`config.mk`:
```
export PLATFORM = sky130hd
export DESIGN_NAME = ps2_rx
export DESIGN_NICKNAME = d
export VERILOG_FILES = /design/src/rtl/ps2_pkg.sv /design/src/rtl/ps2_rx_fifo.sv /design/src/rtl/ps2_rx.sv
export SDC_FILE = /design/constraint.sdc
export NUM_CORES = 1
export LEC_CHECK = 0
export BUFFER_PORTS_ARGS = -buffer_cell sky130_fd_sc_hd__buf_2
export CAP_MARGIN = 20
export CORE_ASPECT_RATIO = 0.5
export CORE_MARGIN = 3
export CORE_UTILIZATION = 35
export DETAILED_ROUTE_END_ITERATION = 12
export GPL_TIMING_DRIVEN = 0
export PLACE_DENSITY_LB_ADDON = 0.05
export SLEW_MARGIN = 20
export SYNTH_ARGS = -nofsm -noshare
export SYNTH_HDL_FRONTEND = slang
export SYNTH_SLANG_ARGS = --single-unit
```
`constraint.sdc`:
```
create_clock -name clk_i -period 2.1 [get_ports clk_i]
set_clock_uncertainty 0.15 [all_clocks]
set_input_delay 0.42 -clock clk_i [delete_from_list [all_inputs] [get_ports clk_i]]
set_output_delay 0.42 -clock clk_i [all_outputs]
set_load 0.02 [all_outputs]
```
`src/rtl/ps2_pkg.sv`:
```
// ps2_pkg: shared types and constants for the PS/2 receive (and future
// transmit) path.
//   ps2_state_e   - frame decoder states
//   PS2_DATA_BITS - payload bits per PS/2 frame
//   odd_parity_ok - checks a payload byte against its odd-parity bit
package ps2_pkg;

  localparam int PS2_DATA_BITS = 8;

  typedef enum logic [1:0] {
    IDLE,
    DATA,
    PARITY,
    STOP
  } ps2_state_e;

  // Odd parity: the data bits together with the parity bit hold an odd
  // number of ones.
  function automatic logic odd_parity_ok(input logic [PS2_DATA_BITS-1:0] data,
                                         input logic                     par);
    return ^{data, par};
  endfunction

endpackage

```
`src/rtl/ps2_rx_fifo.sv`:
```
// ps2_rx_fifo: small circular FIFO with a valid/pop read side.
//   clk_i, rst_n : clock, synchronous active-low reset
//   push_i/data_i: write strobe and data (accepted when not full, or when
//                  a pop happens in the same cycle)
//   pop_i        : read strobe, ignored while empty
//   data_o       : head entry, valid_o: non-empty, full_o: full
//   level_o      : occupancy, 0..DEPTH
module ps2_rx_fifo #(
  parameter int WIDTH = 8,
  parameter int DEPTH = 4
) (
  input  logic                     clk_i,
  input  logic                     rst_n,
  input  logic                     push_i,
  input  logic [WIDTH-1:0]         data_i,
  input  logic                     pop_i,
  output logic [WIDTH-1:0]         data_o,
  output logic                     valid_o,
  output logic                     full_o,
  output logic [$clog2(DEPTH):0]   level_o
);

  localparam int AW = $clog2(DEPTH);

  logic [WIDTH-1:0] mem_q [DEPTH];
  logic [AW:0]      wr_q, rd_q;
  logic             do_push, do_pop;

  // Pointers carry one wrap bit beyond the address so full and empty differ.
  assign valid_o = (wr_q != rd_q);
  assign full_o  = (wr_q[AW] != rd_q[AW]) && (wr_q[AW-1:0] == rd_q[AW-1:0]);
  assign level_o = wr_q - rd_q;
  assign data_o  = mem_q[rd_q[AW-1:0]];

  assign do_pop  = pop_i & valid_o;
  assign do_push = push_i & (~full_o | do_pop);

  always_ff @(posedge clk_i) begin
    if (!rst_n) begin
      wr_q <= '0;
      rd_q <= '0;
    end else begin
      if (do_push) wr_q <= wr_q + 1'b1;
      if (do_pop)  rd_q <= rd_q + 1'b1;
    end
  end

  always_ff @(posedge clk_i) begin
    if (do_push) mem_q[wr_q[AW-1:0]] <= data_i;
  end

endmodule

```
`src/rtl/ps2_rx.sv`:
```
// ps2_rx: PS/2 device-to-host frame receiver.
//   clk_i, rst_n        : peripheral clock, synchronous active-low reset
//   ps2c_i, ps2d_i      : raw, asynchronous PS/2 clock and data pins
//   rx_data_o/rx_valid_o: FIFO head byte / FIFO non-empty
//   rx_ready_i          : pops the head while rx_valid_o is high
//   fifo_level_o        : FIFO occupancy
//   parity_err_o        : 1-cycle pulse, frame dropped on bad parity
//   frame_err_o         : 1-cycle pulse, bad start/stop bit or timeout
//   overflow_o          : 1-cycle pulse, good byte dropped on a full FIFO
module ps2_rx
  import ps2_pkg::*;
#(
  parameter int FILTER_LEN     = 8,
  parameter int TIMEOUT_CYCLES = 50000,
  parameter int FIFO_DEPTH     = 4
) (
  input  logic                          clk_i,
  input  logic                          rst_n,
  input  logic                          ps2c_i,
  input  logic                          ps2d_i,
  output logic [7:0]                    rx_data_o,
  output logic                          rx_valid_o,
  input  logic                          rx_ready_i,
  output logic [$clog2(FIFO_DEPTH):0]   fifo_level_o,
  output logic                          parity_err_o,
  output logic                          frame_err_o,
  output logic                          overflow_o
);

  localparam int FW  = $clog2(FILTER_LEN + 1);
  localparam int TW  = $clog2(TIMEOUT_CYCLES + 1);
  localparam int BCW = $clog2(PS2_DATA_BITS);

  // Stage: two-flop synchronisers, reset to the idle-high line level
  logic c_meta_q, c_sync_q, d_meta_q, d_sync_q;

  always_ff @(posedge clk_i) begin
    if (!rst_n) begin
      c_meta_q <= 1'b1;
      c_sync_q <= 1'b1;
      d_meta_q <= 1'b1;
      d_sync_q <= 1'b1;
    end else begin
      c_meta_q <= ps2c_i;
      c_sync_q <= c_meta_q;
      d_meta_q <= ps2d_i;
      d_sync_q <= d_meta_q;
    end
  end

  // Stage: clock deglitch filter and falling-edge detect
  logic          filt_q, filt_d;
  logic [FW-1:0] fcnt_q, fcnt_d;
  logic          fall;

  // The counter runs only while the synchronised level disagrees with the
  // filtered one, so any return to the old level restarts the qualification.
  always_comb begin
    filt_d = filt_q;
    fcnt_d = '0;
    if (c_sync_q != filt_q) begin
      if (fcnt_q == FW'(FILTER_LEN - 1)) filt_d = c_sync_q;
      else                               fcnt_d = fcnt_q + 1'b1;
    end
  end

  always_ff @(posedge clk_i) begin
    if (!rst_n) begin
      filt_q <= 1'b1;
      fcnt_q <= '0;
    end else begin
      filt_q <= filt_d;
      fcnt_q <= fcnt_d;
    end
  end

  assign fall = filt_q & ~filt_d;

  // Stage: frame decoder, timeout and error pulses
  ps2_state_e               state_q;
  logic [BCW-1:0]           bit_cnt_q;
  logic [PS2_DATA_BITS-1:0] shift_q;
  logic                     par_q;
  logic [TW-1:0]            to_cnt_q;
  logic                     parity_err_q, frame_err_q, overflow_q;
  logic                     timeout, pop, fifo_full, frame_good, push;

  // The edge that would restart the counter wins over an expiring timeout.
  assign timeout    = (state_q != IDLE) && !fall &&
                      (to_cnt_q == TW'(TIMEOUT_CYCLES - 1));
  assign pop        = rx_valid_o & rx_ready_i;
  assign frame_good = fall && (state_q == STOP) && d_sync_q &&
                      odd_parity_ok(shift_q, par_q);
  // Push goes straight into the FIFO so the byte appears alongside the
  // registered error pulses, one cycle after the stop edge.
  assign push       = frame_good && (!fifo_full || pop);

  always_ff @(posedge clk_i) begin
    if (!rst_n) begin
      state_q      <= IDLE;
      bit_cnt_q    <= '0;
      to_cnt_q     <= '0;
      parity_err_q <= 1'b0;
      frame_err_q  <= 1'b0;
      overflow_q   <= 1'b0;
    end else begin
      parity_err_q <= 1'b0;
      frame_err_q  <= 1'b0;
      overflow_q   <= 1'b0;

      if (state_q == IDLE || fall) to_cnt_q <= '0;
      else                         to_cnt_q <= to_cnt_q + 1'b1;

      if (timeout) begin
        state_q     <= IDLE;
        bit_cnt_q   <= '0;
        frame_err_q <= 1'b1;
      end else if (fall) begin
        case (state_q)
          IDLE: begin
            if (!d_sync_q) begin
              state_q   <= DATA;
              bit_cnt_q <= '0;
            end else begin
              frame_err_q <= 1'b1;
            end
          end
          DATA: begin
            shift_q   <= {d_sync_q, shift_q[PS2_DATA_BITS-1:1]};
            bit_cnt_q <= bit_cnt_q + 1'b1;
            if (bit_cnt_q == BCW'(PS2_DATA_BITS - 1)) state_q <= PARITY;
          end
          PARITY: begin
            par_q   <= d_sync_q;
            state_q <= STOP;
          end
          STOP: begin
            state_q <= IDLE;
            if (!d_sync_q)                            frame_err_q  <= 1'b1;
            else if (!odd_parity_ok(shift_q, par_q))  parity_err_q <= 1'b1;
            else if (fifo_full && !pop)               overflow_q   <= 1'b1;
          end
          default: state_q <= IDLE;
        endcase
      end
    end
  end

  assign parity_err_o = parity_err_q;
  assign frame_err_o  = frame_err_q;
  assign overflow_o   = overflow_q;

  // Stage: byte FIFO
  ps2_rx_fifo #(
    .WIDTH (PS2_DATA_BITS),
    .DEPTH (FIFO_DEPTH)
  ) u_fifo (
    .clk_i   (clk_i),
    .rst_n   (rst_n),
    .push_i  (push),
    .data_i  (shift_q),
    .pop_i   (pop),
    .data_o  (rx_data_o),
    .valid_o (rx_valid_o),
    .full_o  (fifo_full),
    .level_o (fifo_level_o)
  );

endmodule

```
==> metrics.cfg, run 1 <==
[critical_path]
critPathCaptureType=register
critPathSlowestCell=xnor3_2
required_ns=2.00
critPathTopFamily=XOR/XNOR gates
critical_path.max_fanout=8
path_cells=xor2_1 > xnor3_2 > xnor2_4 > buf_12 > nor3_4 > buf_12
start_kind=register
cpPeakStageDelay_ns=0.48
arrival_ns=2.12
worst-path-buf-inv=2
cp_common_cell=buf_12
worst-setup-path-type=register to register

[die]
placementRows=24
coreArea_sq_um=9100
fp.dieW_um=146
start_util=0.376
dieArea_sq_um=11100
die_h_um=75.9
ios=20

[timing]
fin_hold_ws_ns=0.113
hold_viol_final=0
slew_headroom=0.664
fmax_mhz=451
layout_setup_ws_ns=-0.115
finalCritPeriodShare=1.05
period_needed_ns=2.21
setup_viol=34
maxSlewViolCount=0
rsz0062_at_grt=true
tightest_slew_ns=0.504

[detailed_routing]
viasPerCell=4.57
vias=1994
firstDrtPassIters=4
drt_wl_total_um=5920
ant_nets=0
dr.first_iter.drc_count=85
post-route-drc-count=0
wire_per_inst_um=13.6

[clocking]
hold_buffers=0
cts.sinks=82
cts-buffers-inserted=9
cts_max_level=3
cts-root-buf=clkbuf_16
cts_tree=done
clk_path_buf_depth=2
path_clk_slew_ns=0.06
clk_latency_ns=0.34

[finish]
final_common_cell=edfxtp_1
regArea_sq_um=2060
postLayoutCoreUtil=0.463
fin_area_sq_um=4210
nets=322
multi_input_area_sq_um=1360
fillerInstances=810
drive_above_1_share=0.268
final_cell_mix=41 x edfxtp_1, 37 x dfxtp_1, 25 x nor2_1, 18 x nand2_1
area_growth_pct=23.3
num_antenna_cells=0

[synthesis]
synth_seq_cells=82
synthCells=258
synth.distinct_cells=40
synth_nets=279
synth-seq-area-share=0.601
yosys_warnings=0
async_reset_ff_frac=0
synth-edff-count=41
synth_flop_cell=edfxtp_1
syn-cell-area_sq_um=3420
avgSynthCellArea_sq_um=13.2

[placed_design]
place_congestion=0.759
dp_hpwl_um=3880
post-place-ws_ns=-0.388
port_buffers=19
placed_cell_area_sq_um=3690

[global_routing]
grt_overflow=0
grt_pass1_wl_um=9940
grtUsageTotal=0.118
grt_max_degree=16
antenna_found_initial=0
grt_pass1_vias=2014

[pwr]
peakVddDrop_mv=0.423
cellPowerDensity_nw_per_um2=775
p_total_mw=3.26
leakagePower_nw=1.55

[hold_path]
hold_class=input port to register

[run_status]
outcome=finished with violations
violations=negative setup slack

[flow_run]
cap_violations=0

power by group:
| group | leakage, nW | switching [mW] | internal, mW |
|---|---|---|---|
| registers | 0.701 | 0.00264 | 1.67 |
| clock network | 0.152 | 0.639 | 0.932 |
| logic | 0.694 | 0.0139 | 0.00879 |
| total | 1.55 | 0.656 | 2.61 |
layer usage:
| layer | wire length (um) | part of all wire | track usage |
|---|---|---|---|
| met4 | 92 | 0.016 | 0.0473 |
| met5 | 0 | 0 | 0 |
| met2 | 2770 | 0.47 | 0.199 |
| met3 | 218 | 0.037 | 0.0493 |
| met1 | 2830 | 0.48 | 0.139 |
worst register-to-register path, stage by stage, from the launching register on:
cell      delay, ns
edfxtp_1       0.43
xor2_1         0.17
xnor3_2        0.48
xnor2_4        0.18
buf_12         0.14
nor3_4         0.22
buf_12         0.17
through the flow:
step	cells	setup TNS (ns)
after floorplan	258	-0.648
after global placement	407	-12.07
after detailed placement	407	-13.85
after CTS	432	-3.35
after global routing	436	-6.60
final	436	-2.96
logic make-up (layout without fill, tap and decap cells):
kind of cell,count (synthesis),in the layout,share of synthesized area
buf+inv,15,63,0.0172
mux,14,14,0.0707
flops,82,82,0.601
fa+ha+maj,16,16,0.0608
compound gates,10,10,0.0220
simple gates,93,93,0.142
xor+xnor,28,28,0.0871
synth_stat cells (all sizes together) (4+ instances only):
| cell type | n | area [sq um] |
|---|---|---|
| dfxtp | 41 | 821 |
| nor3 | 4 | 36.3 |
| nand2b | 6 | 37.5 |
| xnor2 | 14 | 160 |
| mux2i | 5 | 50.1 |
| inv | 9 | 33.8 |
| mux4 | 8 | 180 |
| ha | 15 | 188 |
| and3 | 7 | 43.8 |
| nand3 | 12 | 60.1 |
| nand2 | 18 | 67.6 |
| edfxtp | 41 | 1230 |
| nor2 | 27 | 101 |
| xor2 | 13 | 114 |
| and2 | 7 | 43.8 |
layout make-up:
cell class / count / share of cell area
flip-flops and latches: 82 / 0.488
clock inverters: 7 / 0.0184
multi-input cells: 161 / 0.323
well taps: 130 / 0.0386
inverters: 9 / 0.00802
clock buffers: 9 / 0.0534
repair buffers: 33 / 0.0609
plain buffers: 5 / 0.00920
what timing repair did:
item	CTS	global route
cloned	0	0
resized for setup	21	9
pin swaps	6	4
buffers inserted	10	5
setup endpoints to repair	63	51
final timing paths:
path / from / endpoint / slack [ns] / depth (start not counted)
max: shift_q[4] / u_fifo.mem_q[3][3] / -0.11 / 6
min reg2reg: c_meta_q / c_sync_q / 0.26 / 1
min: ps2c_i / c_meta_q / 0.11 / 2
max reg2reg: shift_q[4] / u_fifo.mem_q[3][3] / -0.11 / 6
sequential cells by signal (all words and copies together), names as in the netlist, 2 cells and up, named ones only:
signal and count:
bit_cnt_q 3, state_q 2, u_fifo.mem_q 32, shift_q 8, to_cnt_q 16, fcnt_q 4
u_fifo.wr_q 3, u_fifo.rd_q 3
No activity file was read; power rests on OpenSTA's default activity.
==> run 2, diff against run 1 <==
==> constraint.sdc (replaced) <==
create_clock -name clk_i -period 2.8 [get_ports clk_i]
set_clock_uncertainty 0.15 [all_clocks]
set_input_delay 0.56 -clock clk_i [delete_from_list [all_inputs] [get_ports clk_i]]
set_output_delay 0.56 -clock clk_i [all_outputs]
set_load 0.02 [all_outputs]
==> run 2 against run 1 <==
Effect of this change:
- the flow now finishes without violations
- cell count down 3.0%
- highest routed layer unchanged
- count of clock-buffer cells in the layout up 1
- via count down 3.9%
- register-to-register slack better by 0.46 ns
- sequential cell count unchanged
- sequential share of layout area up 2.4 points
- clock power down 20%
- worst setup slack better by 0.46 ns
==> metrics.cfg, run 2 (synthesis gave the netlist of run 1 again) <==
[clocking]
path_clk_slew_ns=0.06  ; about the same
hold_buffers=0  ; unchanged
cts-root-buf=clkbuf_16
clk_path_buf_depth=2  ; unchanged
cts_resized=0  ; -100%
cts_tree=done
cts-buffers-inserted=9  ; unchanged
cts_max_level=3  ; unchanged
clk_latency_ns=0.33  ; about the same
post-cts-setup-buffers=0  ; -10
cts.sinks=82  ; unchanged

[detailed_routing]
firstDrtPassIters=4  ; unchanged
post-route-drc-count=0  ; unchanged
ant_nets=0  ; unchanged
wire_per_inst_um=13.6  ; about the same
dr.first_iter.drc_count=105  ; +24%
viasPerCell=4.53  ; -0.91%
drt_wl_total_um=5730  ; -3.1%
vias=1917  ; -3.9%

[critical_path]
arrival_ns=1.75  ; -0.37 ns
worst-setup-path-type=register to output pin
start_kind=register
critical_path.max_fanout=4  ; -4
critPathCaptureType=output pin
cpPeakStageDelay_ns=0.39  ; -0.09 ns
critPathSlowestCell=fa_1
required_ns=2.09  ; +0.09 ns
path_cells=inv_1 > ha_1 > fa_1 > xnor2_1 > buf_2

[global_routing]
grt_pass1_wl_um=9680  ; -2.6%
grt_pass1_vias=1992  ; -1.1%
grtUsageTotal=0.116  ; -0.00287
grt_overflow=0  ; unchanged
grt_max_degree=15  ; -1
antenna_found_initial=0  ; unchanged

[pwr]
peakVddDrop_mv=0.329  ; -22%
cellPowerDensity_nw_per_um2=629  ; -19%
leakagePower_nw=1.45  ; -6.1%

[hold_path]
hold_class=register to register

[finish]
nets=309  ; -4.0%
drive_above_1_share=0.191  ; -0.0768
area_growth_pct=17.3
num_antenna_cells=0  ; unchanged
fillerInstances=850  ; +4.9%
largest_register_ffs=32  ; unchanged
fin_area_sq_um=4010  ; -4.9%
final_cell_mix=41 x dfxtp_1, 41 x edfxtp_1, 26 x nor2_1, 21 x buf_2, 18 x nand2_1

[placed_design]
dp_hpwl_um=3930  ; +1.1%
port_buffers=19  ; unchanged
place_congestion=0.745  ; -1.8%
placed_cell_area_sq_um=3670  ; -0.37%

[timing]
fin_setup_tns_ns=0  ; +2.96 ns
finalCritPeriodShare=0.877
hold_viol_final=0  ; unchanged
slew_headroom=0.524  ; -0.140
fmax_mhz=407
rsz0062_at_grt=false
setup_viol=0  ; -100%
period_needed_ns=2.46
tightest_slew_ns=0.711  ; +0.207 ns
fin_hold_ws_ns=0.255  ; +0.142 ns
maxSlewViolCount=0  ; unchanged

[run_status]
outcome=complete, no violations

[die]
start_util=0.376  ; unchanged
coreArea_sq_um=9100  ; unchanged
placementRows=24  ; unchanged
dieArea_sq_um=11100  ; unchanged
ios=20  ; unchanged
fp.dieW_um=146  ; unchanged
die_h_um=75.9  ; unchanged

[flow_run]
cap_violations=0  ; unchanged

==> run 2: routing by layer <==
| metal | vias up | share of wire | routed length [um] | GRT usage |
|---|---|---|---|---|
| met4 | 0 | 0.011 | 61 | 0.0379 |
| met5 | - | 0 | 0 | 0 |
| met3 | 8 | 0.041 | 237 | 0.0487 |
| li1 | 970 | - | - | - |
| met2 | 18 | 0.46 | 2640 | 0.196 |
| met1 | 921 | 0.49 | 2790 | 0.137 |
==> run 2: area by class of cell <==
class / count / area, sq um / area share
sequential: 82 / 2050 / 0.512
multi-input combinational: 161 / 1320 / 0.329
clock buffer: 10 / 229 / 0.0571
tap: 130 / 163 / 0.0406
timing repair buffer: 19 / 95.1 / 0.0237
clock inverter: 6 / 91.3 / 0.0228
inverter: 9 / 33.8 / 0.00843
buffer: 6 / 25.0 / 0.00624
==> run 2: worst paths after layout <==
kind / from / to / slack [ns] / depth (start not counted)
hold / removal: c_meta_q / c_sync_q / 0.26 / 1
hold reg to reg: c_meta_q / c_sync_q / 0.26 / 1
setup / recovery: u_fifo.wr_q[0] / fifo_level_o[2] / 0.34 / 5
setup reg to reg: shift_q[1] / u_fifo.mem_q[1][1] / 0.35 / 5
==> run 2: stage by stage <==
step                      power (mW)   util  cells  worst slack (ns)
final                           2.52  0.440    423             0.345
after global routing            2.60  0.440    423             0.167
after CTS                       2.56  0.439    423             0.144
after detailed placement        1.30  0.404    407             0.159
after global placement          1.30  0.404    407             0.131
after floorplan                 1.29      -    258             0.529
==> run 2: worst max-delay path: cells and delay by family, from the launching register on <==
family / cells / cell delay (ns)
adders and majority gates: 2 / 0.59
DFF: 1 / 0.38
buffers and inverters: 2 / 0.29
xor gates and xnor gates: 1 / 0.16
==> run 2: where the power goes <==
part | switching, mW | internal [mW] | total, mW | leakage, nW
clock network | 0.468 | 0.784 | 1.25 | 0.157
logic | 0.00998 | 0.00635 | 0.0163 | 0.597
registers | 0.00208 | 1.25 | 1.25 | 0.699
==> run 3, diff against run 2 <==
--- a/config.mk
+++ b/config.mk
@@ -7,6 +7,8 @@
 export LEC_CHECK = 0
 export BUFFER_PORTS_ARGS = -buffer_cell sky130_fd_sc_hd__buf_2
 export CAP_MARGIN = 20
+export CELL_PAD_IN_SITES_DETAIL_PLACEMENT = 0
+export CELL_PAD_IN_SITES_GLOBAL_PLACEMENT = 1
 export CORE_ASPECT_RATIO = 0.5
 export CORE_MARGIN = 3
 export CORE_UTILIZATION = 35
==> run 3 against run 2 <==
Effect of this change:
- fmax decreased by 5.1%
- core utilization fell by 0.23 points
- register-to-register slack worse by 0.14 ns
- via count down 1.5%
- design area decreased by 0.53%
- count of clock-buffer cells in the layout shrank 1
- critical path depth stayed put
- critical path type is now register to register
- critical endpoint is now u_fifo.mem_q[0][6]
==> metrics.cfg, run 3 (synthesis gave the netlist of run 1 again) <==
[run_status]
outcome=complete, no violations

[flow_run]
cap_violations=0  ; unchanged

[die]
dieArea_sq_um=11100  ; unchanged
fp.dieW_um=146  ; unchanged
placementRows=24  ; unchanged
ios=20  ; unchanged
start_util=0.376  ; unchanged
die_h_um=75.9  ; unchanged
coreArea_sq_um=9100  ; unchanged

[global_routing]
met2_usage=0.191  ; -0.00514
grt_pass1_wl_um=9720  ; +0.43%
antenna_found_initial=0  ; unchanged
grt_busiest_layer=met2
grt_overflow=0  ; unchanged
use_met1=0.143  ; +0.00654
grt_pass1_vias=1914  ; -3.9%
grt_use_met3=0.0523  ; +0.00357
grtUsageTotal=0.118  ; +0.00217
grt_max_degree=16  ; +1

[placed_design]
place_congestion=0.723  ; -3.0%
dp_hpwl_um=3860  ; -1.8%
placed_cell_area_sq_um=3670  ; unchanged
port_buffers=19  ; unchanged

[pwr]
peakVddDrop_mv=0.269  ; -18%
leakagePower_nw=1.43  ; -1.2%
cellPowerDensity_nw_per_um2=617  ; -1.8%
p_total_mw=2.46  ; -2.4%

[timing]
setup_viol=0  ; unchanged
tightest_slew_ns=0.718  ; +0.00648 ns
finalCritPeriodShare=0.924  ; +0.0470
slew_headroom=0.520  ; -0.00434
period_needed_ns=2.59  ; +0.131 ns
hold_viol_final=0  ; unchanged
fmax_mhz=387  ; -5.1%
maxSlewViolCount=0  ; unchanged
fin_setup_tns_ns=0  ; unchanged
rsz0062_at_grt=false

[finish]
multi_input_area_sq_um=1320  ; -0.28%
fillerInstances=858  ; +0.94%
nets=309  ; unchanged
drive_above_1_share=0.181  ; -0.0102
regArea_sq_um=2050  ; unchanged
largest_register_ffs=32  ; unchanged
final_cell_mix=41 x dfxtp_1, 41 x edfxtp_1, 26 x nor2_1, 21 x buf_2, 18 x nand2_1
num_antenna_cells=0  ; unchanged
fin_area_sq_um=3990  ; -0.53%
area_growth_pct=16.7

[critical_path]
crit_end=u_fifo.mem_q[0][6]
start_kind=register
cpPeakStageDelay_ns=0.48  ; +0.09 ns
worst-setup-path-type=register to register
critical_path.max_fanout=8  ; +4
crit_path_start=shift_q[1]
critPathCaptureType=register
reg2reg_slack_ns=0.21  ; -0.14 ns
arrival_ns=2.42  ; +0.67 ns
critPathSlowestCell=xnor3_2
timing.rr.start=shift_q[1]
path_cells=xor2_1 > xnor3_2 > xnor2_4 > nor3_4 > and2_1
required_ns=2.63  ; +0.54 ns
r2r_end=u_fifo.mem_q[0][6]
r2r_cells=5  ; unchanged

[clocking]
cts_tree=done
path_clk_slew_ns=0.06  ; about the same
cts_max_level=3  ; unchanged
hold_buffers=0  ; unchanged
cts.sinks=82  ; unchanged
clk_latency_ns=0.34  ; about the same
cts-buffers-inserted=9  ; unchanged
clk_path_buf_depth=2  ; unchanged
cts-root-buf=clkbuf_16

[hold_path]
hold_class=register to register

[detailed_routing]
post-route-drc-count=0  ; unchanged
firstDrtPassIters=4  ; unchanged
vias=1889  ; -1.5%
drt_wl_total_um=5700  ; -0.54%
viasPerCell=4.47  ; -1.5%
wire_per_inst_um=13.5  ; -0.54%
dr.first_iter.drc_count=83  ; -21%
ant_nets=0  ; unchanged

## run 3: metrics by stage
stage	instances	setup slack (ns)	hold slack (ns)	util
after global placement	407	0.0956	0.240	0.404
after detailed placement	407	0.0986	0.252	0.404
after CTS	423	0.0763	0.250	0.437
after global routing	423	0.0615	0.270	0.438
final	423	0.213	0.256	0.438
after floorplan	258	0.529	0.236	-
## run 3: repair_timing
action                                  CTS  global route
buffers inserted                          0             0
resized for setup                         0             2
endpoints found under the setup margin    0            25
## run 3: layout make-up
class	instances	area share
Timing Repair Buffer	19	0.0239
Clock inverter	7	0.0195
Multi-Input combinational cell	161	0.330
Inverter	9	0.00847
Tap cell	130	0.0408
Sequential cell	82	0.515
Clock buffer	9	0.0565
Buffer	6	0.00628
## run 3: worst min path at each step
stage | start | end | slack, ns | depth (start not counted)
after floorplan | c_meta_q | c_sync_q | 0.24 | 1
after global placement | d_meta_q | d_sync_q | 0.24 | 1
after detailed placement | c_meta_q | c_sync_q | 0.25 | 1
after CTS | ps2c_i | c_meta_q | 0.25 | 2
after global routing | ps2c_i | c_meta_q | 0.27 | 2
final | c_meta_q | c_sync_q | 0.26 | 1
## run 3: power breakdown
part / leakage (nW) / switching [mW] / internal [mW]
Combinational: 0.594 / 0.0105 / 0.00637
Sequential: 0.699 / 0.00188 / 1.25
Clock: 0.142 / 0.494 / 0.698
Total: 1.43 / 0.506 / 1.96
## run 3: per-layer routing
metal  wire, um  part of all wire
met5          0                 0
met4         48            0.0084
met3        257             0.045
met2       2580              0.45
met1       2810              0.49
## run 3: critical path: cells and delay by family, from the launching register on
kind                      cells  cell delay, ns
and+or+nand+nor               2            0.73
xor gates and xnor gates      3            0.87
DFF                           1            0.47
